File: src/rtl/victim_cache_pkg.sv
// rtl/victim_cache_pkg.sv - state encoding and width helper shared by the victim cache blocks
package victim_cache_pkg;

    typedef logic [2:0] vc_state_t;

    localparam vc_state_t IDLE      = 3'd0;
    localparam vc_state_t READ_HIT  = 3'd1;
    localparam vc_state_t READ_MISS = 3'd2;
    localparam vc_state_t WB        = 3'd3;
    localparam vc_state_t FILL      = 3'd4;

    function automatic int tag_width(input int addr_w, input int offset_w);
        return addr_w - offset_w;
    endfunction

endpackage

File: src/rtl/victim_cache_lru.sv
// rtl/victim_cache_lru.sv - true-LRU age registers for the victim cache
// Ages always form a permutation of 0..ENTRIES-1; the oldest entry is the replacement candidate.
module victim_cache_lru #(
    parameter int ENTRIES = 4
) (
    input  logic                       clk,
    input  logic                       rst,
    input  logic                       touch,
    input  logic [$clog2(ENTRIES)-1:0] touch_idx,
    output logic [$clog2(ENTRIES)-1:0] lru_idx
);

    localparam int IDX_W = $clog2(ENTRIES);

    logic [IDX_W-1:0] age [ENTRIES];

    always_ff @(posedge clk or posedge rst) begin
        if (rst) begin
            for (int i = 0; i < ENTRIES; i++) begin
                age[i] <= IDX_W'(i);
            end
        end else if (touch) begin
            for (int i = 0; i < ENTRIES; i++) begin
                if (IDX_W'(i) == touch_idx) begin
                    age[i] <= '0;
                end else if (age[i] < age[touch_idx]) begin
                    age[i] <= age[i] + 1'b1;
                end
            end
        end
    end

    always_comb begin
        lru_idx = '0;
        for (int i = 0; i < ENTRIES; i++) begin
            if (age[i] == IDX_W'(ENTRIES - 1)) begin
                lru_idx = IDX_W'(i);
            end
        end
    end

endmodule

File: src/rtl/victim_cache_nway_control.sv
// rtl/victim_cache_nway_control.sv - fully-associative write-back victim cache between L2 and memory
// Optional performance counters are built when VC_PERF_COUNTER_EN is defined.
module victim_cache_nway_control
    import victim_cache_pkg::*;
#(
    parameter int ENTRIES  = 4,
    parameter int ADDR_W   = 32,
    parameter int LINE_W   = 256,
    parameter int OFFSET_W = 5
) (
    input  logic              clk,
    input  logic              rst,
    input  logic              l2_vc_read,
    input  logic              l2_vc_write,
    input  logic [ADDR_W-1:0] l2_vc_address,
    input  logic [LINE_W-1:0] l2_vc_wdata,
    input  logic              l2_vc_wdirty,
    output logic [LINE_W-1:0] l2_vc_rdata,
    output logic              l2_vc_rdirty,
    output logic              l2_vc_resp,
    output logic              vc_pmem_read,
    output logic              vc_pmem_write,
    output logic [ADDR_W-1:0] vc_pmem_address,
    output logic [LINE_W-1:0] vc_pmem_wdata,
`ifdef VC_PERF_COUNTER_EN
    output logic [31:0]       hit_count,
    output logic [31:0]       miss_count,
    output logic [31:0]       wb_count,
`endif
    input  logic [LINE_W-1:0] vc_pmem_rdata,
    input  logic              vc_pmem_resp
);

    localparam int TAG_W = tag_width(ADDR_W, OFFSET_W);
    localparam int IDX_W = $clog2(ENTRIES);

    vc_state_t          state;
    logic [IDX_W-1:0]   slot;
    logic               fill_dirty;
    logic [ENTRIES-1:0] valid;
    logic [ENTRIES-1:0] dirty;
    logic [TAG_W-1:0]   tags  [ENTRIES];
    logic [LINE_W-1:0]  lines [ENTRIES];

    logic [TAG_W-1:0]   req_tag;
    logic               hit;
    logic [IDX_W-1:0]   hit_idx;
    logic               have_free;
    logic [IDX_W-1:0]   free_idx;
    logic [IDX_W-1:0]   lru_idx;
    logic [IDX_W-1:0]   victim_idx;
    logic               unused_offset;

    assign req_tag       = l2_vc_address[ADDR_W-1:OFFSET_W];
    assign unused_offset = ^l2_vc_address[OFFSET_W-1:0];

    always_comb begin
        hit       = 1'b0;
        hit_idx   = '0;
        have_free = 1'b0;
        free_idx  = '0;
        for (int i = 0; i < ENTRIES; i++) begin
            if (valid[i] && tags[i] == req_tag) begin
                hit     = 1'b1;
                hit_idx = IDX_W'(i);
            end
        end
        // Descending scan so the lowest-index free slot wins.
        for (int i = ENTRIES - 1; i >= 0; i--) begin
            if (!valid[i]) begin
                have_free = 1'b1;
                free_idx  = IDX_W'(i);
            end
        end
    end

    assign victim_idx = have_free ? free_idx : lru_idx;

    victim_cache_lru #(
        .ENTRIES(ENTRIES)
    ) u_lru (
        .clk      (clk),
        .rst      (rst),
        .touch    (state == FILL),
        .touch_idx(slot),
        .lru_idx  (lru_idx)
    );

    always_ff @(posedge clk or posedge rst) begin
        if (rst) begin
            state      <= IDLE;
            slot       <= '0;
            fill_dirty <= 1'b0;
            valid      <= '0;
            dirty      <= '0;
        end else begin
            case (state)
                IDLE: begin
                    if (l2_vc_write) begin
                        if (hit) begin
                            slot       <= hit_idx;
                            fill_dirty <= dirty[hit_idx] | l2_vc_wdirty;
                            state      <= FILL;
                        end else begin
                            slot       <= victim_idx;
                            fill_dirty <= l2_vc_wdirty;
                            state      <= (valid[victim_idx] && dirty[victim_idx]) ? WB : FILL;
                        end
                    end else if (l2_vc_read) begin
                        slot  <= hit_idx;
                        state <= hit ? READ_HIT : READ_MISS;
                    end
                end
                READ_HIT: begin
                    valid[slot] <= 1'b0;
                    state       <= IDLE;
                end
                READ_MISS: begin
                    if (vc_pmem_resp) state <= IDLE;
                end
                WB: begin
                    if (vc_pmem_resp) state <= FILL;
                end
                FILL: begin
                    valid[slot] <= 1'b1;
                    dirty[slot] <= fill_dirty;
                    state       <= IDLE;
                end
                default: state <= IDLE;
            endcase
        end
    end

    // Line storage needs no reset: valid bits alone decide residency.
    always_ff @(posedge clk) begin
        if (state == FILL) begin
            tags[slot]  <= req_tag;
            lines[slot] <= l2_vc_wdata;
        end
    end

    always_comb begin
        l2_vc_rdata     = '0;
        l2_vc_rdirty    = 1'b0;
        l2_vc_resp      = 1'b0;
        vc_pmem_read    = 1'b0;
        vc_pmem_write   = 1'b0;
        vc_pmem_address = '0;
        vc_pmem_wdata   = '0;
        case (state)
            READ_HIT: begin
                l2_vc_rdata  = lines[slot];
                l2_vc_rdirty = dirty[slot];
                l2_vc_resp   = 1'b1;
            end
            READ_MISS: begin
                vc_pmem_read    = 1'b1;
                vc_pmem_address = {req_tag, {OFFSET_W{1'b0}}};
                l2_vc_rdata     = vc_pmem_rdata;
                l2_vc_resp      = vc_pmem_resp;
            end
            WB: begin
                vc_pmem_write   = 1'b1;
                vc_pmem_address = {tags[slot], {OFFSET_W{1'b0}}};
                vc_pmem_wdata   = lines[slot];
            end
            FILL: l2_vc_resp = 1'b1;
            default: ;
        endcase
    end

`ifdef VC_PERF_COUNTER_EN
    always_ff @(posedge clk or posedge rst) begin
        if (rst) begin
            hit_count  <= '0;
            miss_count <= '0;
            wb_count   <= '0;
        end else begin
            if (state == READ_HIT && hit_count != '1) hit_count <= hit_count + 1'b1;
            if (state == IDLE && !l2_vc_write && l2_vc_read && !hit && miss_count != '1)
                miss_count <= miss_count + 1'b1;
            if (state == WB && vc_pmem_resp && wb_count != '1) wb_count <= wb_count + 1'b1;
        end
    end
`endif

endmodule

File: config.mk
export PLATFORM = sky130hd
export DESIGN_NAME = victim_cache_nway_control
export DESIGN_NICKNAME = d
export VERILOG_FILES = /design/src/rtl/victim_cache_pkg.sv /design/src/rtl/victim_cache_lru.sv /design/src/rtl/victim_cache_nway_control.sv
export SDC_FILE = /design/constraint.sdc
export NUM_CORES = 1
export LEC_CHECK = 0
export CELL_PAD_IN_SITES_DETAIL_PLACEMENT = 0
export CELL_PAD_IN_SITES_GLOBAL_PLACEMENT = 1
export CORE_AREA = 4 4 431 433
export DETAILED_ROUTE_END_ITERATION = 7
export DIE_AREA = 0 0 435 437
export PLACE_DENSITY_LB_ADDON = 0.1
export SETUP_SLACK_MARGIN = 0.4
export SLEW_MARGIN = 20
export SYNTH_ARGS = -nofsm -noshare
export SYNTH_HDL_FRONTEND = slang
export SYNTH_HIERARCHICAL = 1
export SYNTH_SLANG_ARGS = --single-unit
export TNS_END_PERCENT = 100
File: constraint.sdc
create_clock -name clk -period 24.7 [get_ports clk]
set_clock_uncertainty 0.15 [all_clocks]
set_input_delay 3.705 -clock clk [delete_from_list [all_inputs] [get_ports clk]]
set_output_delay 3.705 -clock clk [all_outputs]
set_load 0.05 [all_outputs]
Yosys cells after proc, flatten, opt, wreduce, memory -nomap -nowiden
Memory sizes are Yosys's and may differ from the RTL's.
Index checks and enable logic that the tools add are counted.
{ "op_classes": {"n_addsub": 4, "magnitude_cmp": 9, "eq_ne": 17, "mux": 63, "bitwise_logic": 5, "n_reduce_logical": 22} }
{ "op_table": {"columns": ["cell", "count"], "rows": [
  ["$pmux W256 S2", 1],
  ["$mux W256", 1],
  ["$eq A27 B27 Y1", 4],
  ["$pmux W32 S2", 1],
  ["$mux W2", 23],
  ["$mux W1", 21],
  ["$mux W3", 6],
  ["$reduce_and A2 Y1", 6],
  ["$reduce_bool A2 Y1", 6],
  ["$lt A2 B3 Y1 const B", 3],
  ["$pmux W3 S3", 1],
  ["$add A2 B1 Y2 const B", 4],
  ["$bmux W1 S2", 4],
  ["$lt A2 B2 Y1", 4],
  ["$pmux W4 S2", 1],
  ["$eq A2 B2 Y1 const B", 3],
  ["$eq A3 B2 Y1 const B", 2],
  ["$logic_and A1 B1 Y1", 6],
  ["$and A4 B4 Y4", 1],
  ["$bmux W2 S2", 1],
  ["$bwmux W4", 1],
  ["$eq A2 B2 Y1 const A", 2],
  ["$ne A2 B2 Y1 const B", 2],
  ["$not A4 Y4", 1],
  ["15 further kinds", 15]
]} }
{ "word_totals": {"register_bits": 22, "ram_bits": 1132, "inputBits": 550, "output_inout_bits": 548, "word_cells": 131, "mem_count": 2} }
{ "memory_table": {"columns": ["name", "words", "word_bits", "read_ports", "rd_ports_with_merged_regs", "wr", "line_no", "text"], "rows": [
  ["lines", 4, 256, 1, 0, 1, "victim_cache_nway_control.sv:43", "logic [LINE_W-1:0] lines [ENTRIES];"],
  ["tags", 4, 27, 5, 0, 1, "victim_cache_nway_control.sv:42", "logic [TAG_W-1:0] tags [ENTRIES];"]
]} }

Logic depth before layout (Yosys ltp)
{ "logic_depth": {"word_depth": 12, "depth_mapped": 9, "mapped_depth_nobuf": 9} }

Modules after synthesis
Netlist, hierarchy kept.
{ "by_module_without_submodules": {"columns": ["mod", "instances", "cells_per_inst", "area_each_um2", "seq_area_each_um2"], "rows": [
  ["victim_cache_nway_control", 1, 2450, 47747.0, 34342.9],
  ["victim_cache_lru", 1, 79, 738.2, 205.2]
]} }

Worst setup path before layout
OpenSTA, ideal clock, no wires.
{ "synth_timing": {"kind": "reg-to-reg", "startpoint": "register slot[1]", "endpoint": "register dirty[0]", "setup_ns": 0.165, "t_arrival_ns": 22.506, "setup_slack_ns": 1.878, "stages_incl_launch_ff": 5, "period_less_slack_ns": 22.822, "cell_sequence": "dfrtp_1 > clkbuf_1 > clkbuf_1 > nor3_1 > mux2_2"} }
{ "synth_between": {"elab_chain_cells": 5, "word_cells_on_any_way": 6, "classes_between": "order compare (2); mux (3); reduce/logical (1)"} }
{ "synth_lines": {"columns": ["item", "line_no", "text"], "rows": [
  ["from (decl)", "victim_cache_nway_control.sv:38", "logic [IDX_W-1:0] slot;"],
  ["from (signal assigned)", "victim_cache_nway_control.sv:101", "slot <= hit_idx;"],
  ["from (signal assigned)", "victim_cache_nway_control.sv:105", "slot <= victim_idx;"],
  ["from (signal assigned)", "victim_cache_nway_control.sv:110", "slot <= hit_idx;"],
  ["$lt A2 B3 Y1 (implied by the code) / $ge A2 B1 Y1 (equally long branches)", "victim_cache_nway_control.sv:126", "dirty[slot] <= fill_dirty;"],
  ["$logic_and A1 B1 Y1 (implied by the code)", "victim_cache_nway_control.sv:126", null],
  ["$mux W1 (implied by the code)", "victim_cache_nway_control.sv:126", null],
  ["$demux W1 S2 *", "victim_cache_nway_control.sv:126", null],
  ["$bwmux W4 *", "victim_cache_nway_control.sv:126", null],
  ["to (signal, indexed assignment)", "victim_cache_nway_control.sv:126", null],
  ["to (decl)", "victim_cache_nway_control.sv:41", "logic [ENTRIES-1:0] dirty;"]
]} }
Mark *: on every way between the ends. The rest lies on a longest branch, timed or not.
A chain may end at the register's enable or synchronous reset.

Final worst setup path
{ "layout_timing": {"startpoint": "register slot[0]", "endpoint": "output vc_pmem_wdata[100]"} }
{ "layout_between": {"elab_chain_cells": 2} }
{ "layout_lines": {"columns": ["item", "line_no", "text"], "rows": [
  ["$mem_v2 Z4 W256", null, null],
  ["$mux W256", "victim_cache_nway_control.sv:150", "case (state)"],
  ["to (decl)", "victim_cache_nway_control.sv:24", "output logic [LINE_W-1:0] vc_pmem_wdata,"]
]} }
No other way between the ends.

==> reports/metrics.csv <==
stage,metric,value,unit
placement,Placed Area,61900,µm²
grt,met3 Track Usage GR,0.0423,
route,WL/cell,27.1,µm
sta,Rel. slew slack,0.318,
grt,busiest grt layer,met2,
clock_tree,CTS tree,done,
clock_tree,H-tree levels,4,
power_and_ir_drop,Pint,4.57,mW
worst_hold_path,min-delay src,u_lru/age[6],
route,vias post-DR,28706,
sta,fin crit period,9.68,ns
power_and_ir_drop,P_leak,21.8,nW
grt,first-pass GRT wire length,233000,µm
floorplan,Core Rows,157,
placement,placer congestion estimate,0.828,
power_and_ir_drop,worst vdd ir,0.0784,mV
sta,max frequency,0.103,GHz
worst_hold_path,Hold Path Depth,1,
synthesis,"Seq/Total Area, Yosys",0.713,
clock_tree,root buffer cell,clkbuf_16,
worst_hold_path,HP Class,register to register,
floorplan,Core Region,182000,µm²
synthesis,most common cell in the netlist,edfxtp_1,
placement,Post-DP HPWL,114000,µm
synthesis,syn avg cell area,19.2,µm²
critical_path,Max stage delay on crit path,0.89,ns
synthesis,largest cells by area after synthesis,"edfxtp_1 70%, mux4_2 13%, a22o_1 5.1%",
power_and_ir_drop,Comb pwr share,0.406,
sta,RSZ-0062 raised after global routing,no,
route,ANT nets after route,0,
power_and_ir_drop,Sequential Power Share,0.339,
grt,GRT overflow,0,
critical_path,critical-path cell list,buf_12 -> buf_4 -> buf_4 -> mux4_2 -> and3_1 -> clkdlybuf4s50_1,
synthesis,Post-Syn Instances,2529,
final_layout,nets,4140,
floorplan,die height,437,µm
critical_path,crit-path leading delay family,buffers and inverters,
grt,Overall Global Routing Usage,0.169,
clock_tree,"Reg clk slew, reported paths",0.05,ns
floorplan,I/O pin count,1098,
placement,Port Buf Inserts,1087,
route,WL final,165000,µm
run_status,status,"finished, final reports clean",
critical_path,FF-to-FF setup slack,19.14,ns
route,DRT Pass-1 Iters,5,
flow_run,max_cap viols,0,
sta,"Hold Violations, Final",0,
route,Via-to-Cell Ratio,4.71,
sta,# setup viols final,0,
critical_path,R2R depth,6,
final_layout,multi-input logic area,13000,µm²
placement,Placed Instances,5830,
critical_path,CP required,20.85,ns
synthesis,#FFs+latches synth,1154,
critical_path,Worst Path Max Fanout,85,
critical_path,crit path DAT,5.82,ns
synthesis,ys flop type,edfxtp_1,
sta,"Slew Viols, Final",0,
final_layout,final instance area,66100,µm²
clock_tree,total CTS buffers,136,
grt,met2 GRT Util,0.304,
route,Initial DRC Count,1955,
synthesis,"EDFF count, synth",1132,
critical_path,RR Startpoint,slot[1],
critical_path,CP Class,register to output pin,
critical_path,CP startpoint kind,register,
synthesis,distinct cell type count of the synthesized netlist,67,
grt,largest net degree at the start of global routing,165,
floorplan,Initial Util,0.266,
power_and_ir_drop,Power Total,7.36,mW
clock_tree,Num Clock Sinks,1154,
power_and_ir_drop,Power Density,111,nW/µm²
synthesis,share of the synthesized area in the top cell type,0.701,
clock_tree,worst skew pair latency,0.76,ns
critical_path,Buffers & Inverters on Critical Path,4,
final_layout,fill count,17145,
grt,met1 usage,0.199,
grt,vias in the first global route,30388,
synthesis,Ys Warns,6,
final_layout,Register Area,34600,µm²
sta,Worst-Margin Slew,1.02,ns
power_and_ir_drop,clock power share,0.255,
worst_hold_path,WHS Endpoint,u_lru/age[6],
critical_path,slowest CP cell,dfrtp_4,
synthesis,synthesized area,48500,µm²
route,drc violations,0,
floorplan,Die Wd,435,µm
synthesis,Async SR Flop Fraction,0.0191,
clock_tree,Clock Tree Buf Depth,3,
clock_tree,CTS Hold Bufs,0,
sta,fin crit share,0.392,
clock_tree,setup bufs post-CTS,0,
clock_tree,post-CTS sizing,0,
grt,antenna violations before repair,55,
sta,setup TNS,0,ns
final_layout,layout cell share with drive strength beyond 1,0.149,
floorplan,Die Area,190000,µm²
final_layout,final std cells w/o fill,6097,
critical_path,cell mode on critical path,buf_4,
final_layout,Area growth syn-to-layout,36.3,%
power_and_ir_drop,switch share,0.379,
synthesis,commonest cells in the netlist,"1132 x edfxtp_1, 284 x mux4_2, 283 x a22o_1",
critical_path,crit end category,output pin,
synthesis,leading area contributor after synthesis,edfxtp_1,
power_and_ir_drop,Net Switching,2.79,mW
critical_path,R2R Path End,lines[3][119],
-- worst max-delay path by stage --
stage | start | end | cells after the start
finish | slot[0] | vc_pmem_wdata[100] | 6
global route | slot[0] | vc_pmem_wdata[100] | 6
detailed placement | l2_vc_address[6] | vc_pmem_address[6] | 3
CTS | slot[0] | vc_pmem_wdata[100] | 6
floorplan | slot[1] | dirty[0] | 4
global placement | l2_vc_address[6] | vc_pmem_address[6] | 3
-- cell usage in the layout (no fill, tap or decap), drive strengths merged, types with 4 or more instances in the layout --
cell type,netlist,final
edfxtp,1132,1132
clkdlybuf4s50,0,1087
mux4,285,285
a22o,284,284
and3,257,257
clkbuf,147,173
xnor2,73,73
clkinv,0,54
buf,72,44
xor2,36,36
nand4,35,35
diode,0,27
inv,15,20
dfrtp,18,18
nor4,17,17
nand2,15,15
nor2,14,14
o21ai,11,11
a21oi,11,11
nand2b,10,10
nor3b,9,9
nand4b,7,7
ha,7,7
mux2,6,6
nand3,5,5
conb,1,5
bufinv,0,5
mux2i,4,4
dfstp,4,4
nor2b,4,4
or4,4,4
-- registers in the layout, indices dropped and copies added, names as in the netlist, named ones only --
register / flops
dirty: 4
lines: 1024
u_lru/age: 8
tags: 108
slot: 2
state: 3
fill_dirty: 1
-- metrics by stage --
stage                     utilization  hold WS [ns]  setup WS [ns]
after detailed placement        0.340         0.396          15.25
after global routing            0.363         0.429          14.44
after CTS                       0.363         0.408          14.60
after global placement          0.340         0.389          15.26
final                           0.363         0.399          15.02
after floorplan                     -         0.349           1.88
-- metal layers --
metal / wire length, µm / share of wire
met4: 3830 / 0.023
met2: 87900 / 0.53
met5: 127 / 0.00077
met1: 65000 / 0.39
met3: 8500 / 0.051
-- cell type report --
cell class                 instances  share of cell area
sequential                      1154               0.523
tap                             2385              0.0451
clock inverter                    67             0.00765
antenna                           27             0.00102
multi-input combinational       1145               0.197
inverter                          15             0.00108
clock buffer                     173              0.0554
timing repair buffer            1131               0.170
-- cells by family after synthesis --
logic type      share of synthesized area
compound gates                     0.0579
xor+xnor                           0.0209
fa+ha+maj                         0.00181
buf+inv                            0.0206
flops                               0.713
mux                                 0.135
other cells                     0.0000773
simple gates                       0.0514
-- power groups by stage --
stage / Sequential (mW) / Clock (mW) / Combinational (mW)
after global routing: 2.52 / 2.04 / 3.14
after detailed placement: 2.54 / 0 / 3.07
after floorplan: 2.58 / 0 / 1.95
final: 2.50 / 1.87 / 2.99
after CTS: 2.50 / 1.95 / 3.08
after global placement: 2.54 / 0 / 3.08
Power figures use the tool's default switching activity.
